## src/rtl/sext_arbiter.sv

```systemverilog
// rtl/sext_arbiter.sv - two-requester round-robin sign/zero extender
// Optional per-requester grant counters: define SEXT_ARB_STATS_EN.
module sext_arbiter #(
  parameter int REG_DATA_WIDTH = 16,
  parameter int DATA_2_WIDTH   = 4
) (
  input  logic                      clk,
  input  logic                      rst_n,
  input  logic                      req_a,
  input  logic [DATA_2_WIDTH-1:0]   data_a,
  input  logic                      zext_a,
  output logic                      ack_a,
  input  logic                      req_b,
  input  logic [DATA_2_WIDTH-1:0]   data_b,
  input  logic                      zext_b,
  output logic                      ack_b,
  output logic [REG_DATA_WIDTH-1:0] result,
  output logic                      grant_b,
  output logic                      busy
`ifdef SEXT_ARB_STATS_EN
  ,
  output logic [7:0]                cnt_a,
  output logic [7:0]                cnt_b
`endif
);

  localparam int PAD = REG_DATA_WIDTH - DATA_2_WIDTH;

  typedef enum logic [1:0] {IDLE, CAPT, RESP} state_t;

  state_t                    state_q;
  logic [DATA_2_WIDTH-1:0]   field_q;
  logic                      zext_q;
  logic                      grant_b_q;
  logic                      last_b_q;
  logic [REG_DATA_WIDTH-1:0] result_q;
  logic                      ack_a_q;
  logic                      ack_b_q;

  logic                      grant_w;
  logic                      win_b_w;
  logic [REG_DATA_WIDTH-1:0] ext_w;

  // On a tie the requester that was not granted last wins.
  always_comb begin
    grant_w = (state_q == IDLE) && (req_a || req_b);
    win_b_w = (req_a && req_b) ? ~last_b_q : req_b;
  end

  assign ext_w = zext_q ? {{PAD{1'b0}}, field_q}
                        : {{PAD{field_q[DATA_2_WIDTH-1]}}, field_q};

  always_ff @(posedge clk or negedge rst_n) begin
    if (!rst_n) begin
      state_q   <= IDLE;
      field_q   <= '0;
      zext_q    <= 1'b0;
      grant_b_q <= 1'b0;
      last_b_q  <= 1'b1;
      result_q  <= '0;
      ack_a_q   <= 1'b0;
      ack_b_q   <= 1'b0;
    end else begin
      ack_a_q <= 1'b0;
      ack_b_q <= 1'b0;
      case (state_q)
        IDLE: begin
          if (grant_w) begin
            state_q   <= CAPT;
            grant_b_q <= win_b_w;
            last_b_q  <= win_b_w;
            field_q   <= win_b_w ? data_b : data_a;
            zext_q    <= win_b_w ? zext_b : zext_a;
          end
        end
        CAPT: begin
          result_q <= ext_w;
          state_q  <= RESP;
        end
        RESP: begin
          // Ack registered on the edge leaving RESP: visible two cycles after grant.
          ack_a_q <= ~grant_b_q;
          ack_b_q <= grant_b_q;
          state_q <= IDLE;
        end
        default: state_q <= IDLE;
      endcase
    end
  end

  assign ack_a   = ack_a_q;
  assign ack_b   = ack_b_q;
  assign result  = result_q;
  assign grant_b = grant_b_q;
  assign busy    = (state_q != IDLE);

`ifdef SEXT_ARB_STATS_EN
  logic [7:0] cnt_a_q;
  logic [7:0] cnt_b_q;

  always_ff @(posedge clk or negedge rst_n) begin
    if (!rst_n) begin
      cnt_a_q <= 8'd0;
      cnt_b_q <= 8'd0;
    end else if (grant_w) begin
      if (!win_b_w && cnt_a_q != 8'hFF) cnt_a_q <= cnt_a_q + 8'd1;
      if (win_b_w && cnt_b_q != 8'hFF)  cnt_b_q <= cnt_b_q + 8'd1;
    end
  end

  assign cnt_a = cnt_a_q;
  assign cnt_b = cnt_b_q;
`endif

endmodule

```

## config.mk

```make
export PLATFORM = sky130hd
export DESIGN_NAME = sext_arbiter
export DESIGN_NICKNAME = d
export VERILOG_FILES = /design/src/rtl/sext_arbiter.sv
export SDC_FILE = /design/constraint.sdc
export NUM_CORES = 1
export LEC_CHECK = 0
export BUFFER_PORTS_ARGS = -buffer_cell sky130_fd_sc_hd__buf_4
export CORE_MARGIN = 3
export CORE_UTILIZATION = 41
export DETAILED_ROUTE_END_ITERATION = 16
export HOLD_SLACK_MARGIN = 0.12
export PLACE_DENSITY = 0.75
export SETUP_SLACK_MARGIN = 0.1
export SLEW_MARGIN = 20
export SYNTH_ARGS = -nofsm -noshare
export SYNTH_HDL_FRONTEND = slang
export SYNTH_SLANG_ARGS = --single-unit
```

## constraint.sdc

```tcl
create_clock -name clk -period 1.3 [get_ports clk]
set_input_delay 0.065 -clock clk [delete_from_list [all_inputs] [get_ports clk]]
set_output_delay 0.065 -clock clk [all_outputs]
set_load 0.005 [all_outputs]
```

# After elaboration in Yosys (flattened, before gate mapping)
# Cells that the tools add are included.
[word_totals]
output_inout_bits = 20
wordCells = 27
inputBits = 14
regBits = 27
[classes]
n_reduce_logical = 6
eq_ne = 3
muxes = 8
bitwise = 2
[op_table]
columns = ["cell", "n"]
rows = [
  ["two-way mux 16 bit", 1],
  ["two-way mux 1 bit", 4],
  ["two-way mux 4 bit", 1],
  ["case mux 2 bit (2 select lines)", 1],
  ["equality test 2 x 1 -> 1 bit (second input constant)", 1],
  ["equality test 2 bit (second input constant)", 1],
  ["logical AND 1 bit", 2],
  ["logical NOT 2 bit", 1],
  ["two-way mux 2 bit", 1],
  ["inequality test 2 bit (second input constant)", 1],
  ["inverter 1 bit", 2],
  ["AND reduction 2 bit", 1],
  ["nonzero test 2 bit", 1],
  ["logical OR 1 bit", 1],
]

# Depth between registers and ports, before layout
[logic_depth]
depth_word = 4
mapped_depth = 4
mapped_depth_nobuf = 3

# Worst setup path before layout
# Ideal clock, no wire load.
[synth_timing]
path_type = "register to register"
from = "register last_b_q"
to = "register field_q[0]"
t_arrival_ps = 1156
path_slack_ps = 19
required_ps = 1175
path_stages_with_launch = 4
synth_period_minus_slack_ps = 1281
setup_ps = 125
path_buffers = 0
cell_sequence = "dfstp_2 > a21boi_4 > mux2_1 > mux2_4"
[synth_between]
elab_chain_cells = 3
[synth_lines]
columns = ["item", "line", "rtl"]
rows = [
  ["start: declaration", "35", "logic last_b_q;"],
  ["start signal: assignment", "71", "last_b_q <= win_b_w;"],
  ["inverter 1 bit", "47", "win_b_w = (req_a && req_b) ? ~last_b_q : req_b;"],
  ["two-way mux 1 bit", "47", ""],
  ["two-way mux 4 bit", "72", "field_q <= win_b_w ? data_b : data_a;"],
  ["end signal: assignment", "72", ""],
  ["end: declaration", "32", "logic [DATA_2_WIDTH-1:0] field_q;"],
]
# No other way between the ends.
# A chain may end at the register's enable or synchronous reset.

# Worst setup path after layout
[layout_timing]
from = "register last_b_q"
to = "register zext_q"
[layout_between]
elab_chain_cells = 3
[layout_lines]
columns = ["item", "line", "rtl"]
rows = [
  ["inverter 1 bit", "47", ""],
  ["two-way mux 1 bit", "47", ""],
  ["two-way mux 1 bit", "73", "zext_q <= win_b_w ? zext_b : zext_a;"],
  ["end signal: assignment", "73", ""],
  ["end: declaration", "33", "logic zext_q;"],
]
# No other way between the ends.

==> flow_metrics.env <==
export IMPL_timing_final_ws_setup_ps=-47.4
export IMPL_grt_max_degree=17
export IMPL_wl_per_cell_um=11.7
export IMPL_cts_tree="yes"
export IMPL_powerDensity_nw_per_um2=2180
export IMPL_hold_path_class="in2reg"
export IMPL_syn_nets=69
export IMPL_p_leak_nw=0.526
export IMPL_peakVddDrop_mv=1.14
export IMPL_cp_endpoint="zext_q"
export IMPL_startpoint_type="register"
export IMPL_grt_pass1_wl_um=2060
export IMPL_dieHeight_um=50.0
export IMPL_max_stage_delay_ps=390
export IMPL_vias_per_cell=4.56
export IMPL_yosys_warnings=0
export IMPL_core_area_um2=1780
export IMPL_rr_endpoint="zext_q"
export IMPL_max_cap_viol_count=0
export IMPL_place_congestion=0.684
export IMPL_antenna_cells=0
export IMPL_crit_start="last_b_q"
export IMPL_insertion_delay_ps=280
export IMPL_ys_seq_area_share_pct=50.7
export IMPL_grt_pass1_vias=500
export IMPL_swShare_pct=29.7
export IMPL_pin_count=34
export IMPL_yosysTopAreaCellShare_pct=47.4
export IMPL_initial_core_util_pct=44.4
export IMPL_cts_buffers=3
export IMPL_worstPathRequired_ps=1460
export IMPL_worstMarginPinSlew_ps=341
export IMPL_synth_compound_area_share_pct=3.00
export IMPL_muxShareOfSynthArea_pct=26.5
export IMPL_crit_slowest_cell="dfstp_2"
export IMPL_dp_slack_ps=-48.4
export IMPL_period_minus_slack_ps=1350
export IMPL_fillCellCount=158
export IMPL_cp_max_fo=6
export IMPL_finClkSkew_ps=4.98
export IMPL_intPower_mw=1.59
export IMPL_dieArea_um2=2500
export IMPL_synth_top_family_by_area="multiplexers"
export IMPL_dp_hpwl_um=985
export IMPL_drcViolationCount=0
export IMPL_synth_fa_ha_area_share_pct=0
export IMPL_track_usage_pct=10.8
export IMPL_area_growth_pct=30.5
export IMPL_hold_violations=0
export IMPL_timing_reg2reg_setup_slack_ps=-50
export IMPL_path_cells="a21boi_4 > mux2_1 > mux2_4"
export IMPL_clock_sinks=16
export IMPL_ys_ff_latch=16
export IMPL_p_sw_uw=671
export IMPL_wl_um=1250
export IMPL_avgSynthCellArea_um2=14.4
export IMPL_ctsHtreeMaxLevel=1
export IMPL_via_count=488
export IMPL_violations="negative setup slack"
export IMPL_slew_violations=0
export IMPL_synth_xor_xnor_area_share_pct=0
export IMPL_r2r_start="last_b_q"
export IMPL_io_buffers=33
export IMPL_synth_top_area_cell="dfrtp_1"
export IMPL_drive_gt1_share_pct=65.9
export IMPL_finalSetupViolations=6
export IMPL_arrival_ps=1510
export IMPL_hp_start="data_a[3]"
export IMPL_ctsLongestPathBuffers=2
export IMPL_synthTopCellsByArea="dfrtp_1, mux2_4, buf_4, mux2_1, mux2_2"
export IMPL_cp_end_kind="register"
export IMPL_synth_cell_types=17
export IMPL_antenna_found_initial=0
export IMPL_die_x_um=50.0
export IMPL_r2r_cells=3
export IMPL_fin_nets=97
export IMPL_fmax_mhz=742
export IMPL_grt_ovfl_total=0
export IMPL_synth_simple_area_share_pct=8.21
export IMPL_rows=15
export IMPL_period_share_pct=104
export IMPL_clock_root_buffer="clkbuf_4"
export IMPL_p_seq_share_pct=40.6
export IMPL_pwr_share_clk_pct=11.8
export IMPL_clk_pin_slew_ps=90
export IMPL_timing_slew_headroom_pct=77.3
export IMPL_ant_nets=0
export IMPL_status="finished with violations"
export IMPL_tns_ps=-196
export IMPL_firstDrtPassIters=1
export IMPL_rsz0062_at_grt="yes"
export IMPL_first_iter_violations=0
export IMPL_comb_power_share_pct=47.6
export IMPL_path_class="reg2reg"
export IMPL_synth_cells=55
export IMPL_syn_cell_area_um2=792
-- critical path: cells and delay by family, from the launching register on --
family,cells,cell delay (ps)
multiplexers,2,610
flip-flops,1,390
AO/OA/AOI/OAI,1,240
-- cell type report --
cell class / count / area, µm² / area share, %
Clock buffer: 4 / 26.3 / 2.54
Inverter: 1 / 3.75 / 0.363
Multi-Input combinational cell: 26 / 302 / 29.2
Sequential cell: 16 / 402 / 38.9
Tap cell: 25 / 31.3 / 3.03
Timing Repair Buffer: 35 / 269 / 26.0
-- per-layer routing --
layer	routed length, µm	GRT usage [%]	vias up
li1	-	-	230
met1	491	10.5	232
met2	629	21.1	26
met3	126	2.72	0
met4	0	4.15	0
met5	0	0	-
-- timing repair --
item / 4_1_cts / 5_1_grt
gates resized for setup: 1 / 1
hold buffers: 1 / 0
buffers inserted: 0 / 0
hold endpoints to repair: 16 / 0
endpoints found under the setup margin: 10 / 8
-- sequential cells by signal, summed over array words and instances, names as in the netlist --
register,flops
ack_a,1
field_q,4
ack_b,1
grant_b,1
zext_q,1
last_b_q,1
result,5
state_q,2
-- worst min-delay path by stage --
stage | end | depth (start not counted)
floorplan | ack_a | 0
global placement | state_q[1] | 1
detailed placement | ack_b | 1
CTS | field_q[3] | 3
global route | field_q[1] | 3
finish | field_q[3] | 3
-- through the flow --
step	cells	total power [mW]	utilization [%]	instance area, µm²	hold WS, ps
after floorplan	55	1.65	-	792	-231
after global placement	102	1.96	55.6	991	-68.2
after detailed placement	102	2.00	55.6	991	-67.2
after CTS	107	2.28	57.8	1030	123
after global routing	107	2.40	58.0	1030	128
final	107	2.26	58.0	1030	130
-- power groups by stage --
stage | Clock [mW] | Combinational, mW | Sequential (mW)
global placement | 0 | 1.05 | 0.911
global route | 0.294 | 1.16 | 0.951
CTS | 0.274 | 1.09 | 0.922
finish | 0.266 | 1.08 | 0.916
floorplan | 0 | 0.751 | 0.902
detailed placement | 0 | 1.08 | 0.924
-- synth_stat cells, drive strengths merged --
library cell	count
o21ai	1
nor2	2
nand2b	2
and3b	1
buf	12
dfstp	1
nand2	1
inv	1
mux2	16
a21boi	1
or2	1
nor3b	1
dfrtp	15
-- logic make-up after synthesis --
family                 Yosys count
AO/OA/AOI/OAI                    2
flip-flops                      16
multiplexers                    16
AND/OR/NAND/NOR                  8
buffers and inverters           13
-- placed cells by master (no fill, tap or decap), drive strengths merged --
master / instances
mux2: 16
inv: 1
clkbuf: 4
or2: 1
buf: 34
dfrtp: 15
a21boi: 1
and3b: 1
nand2: 1
nand2b: 2
nor2: 2
dlygate4sd3: 1
nor3b: 1
o21ai: 1
dfstp: 1
Note: power is estimated with default switching activity, not from simulation.
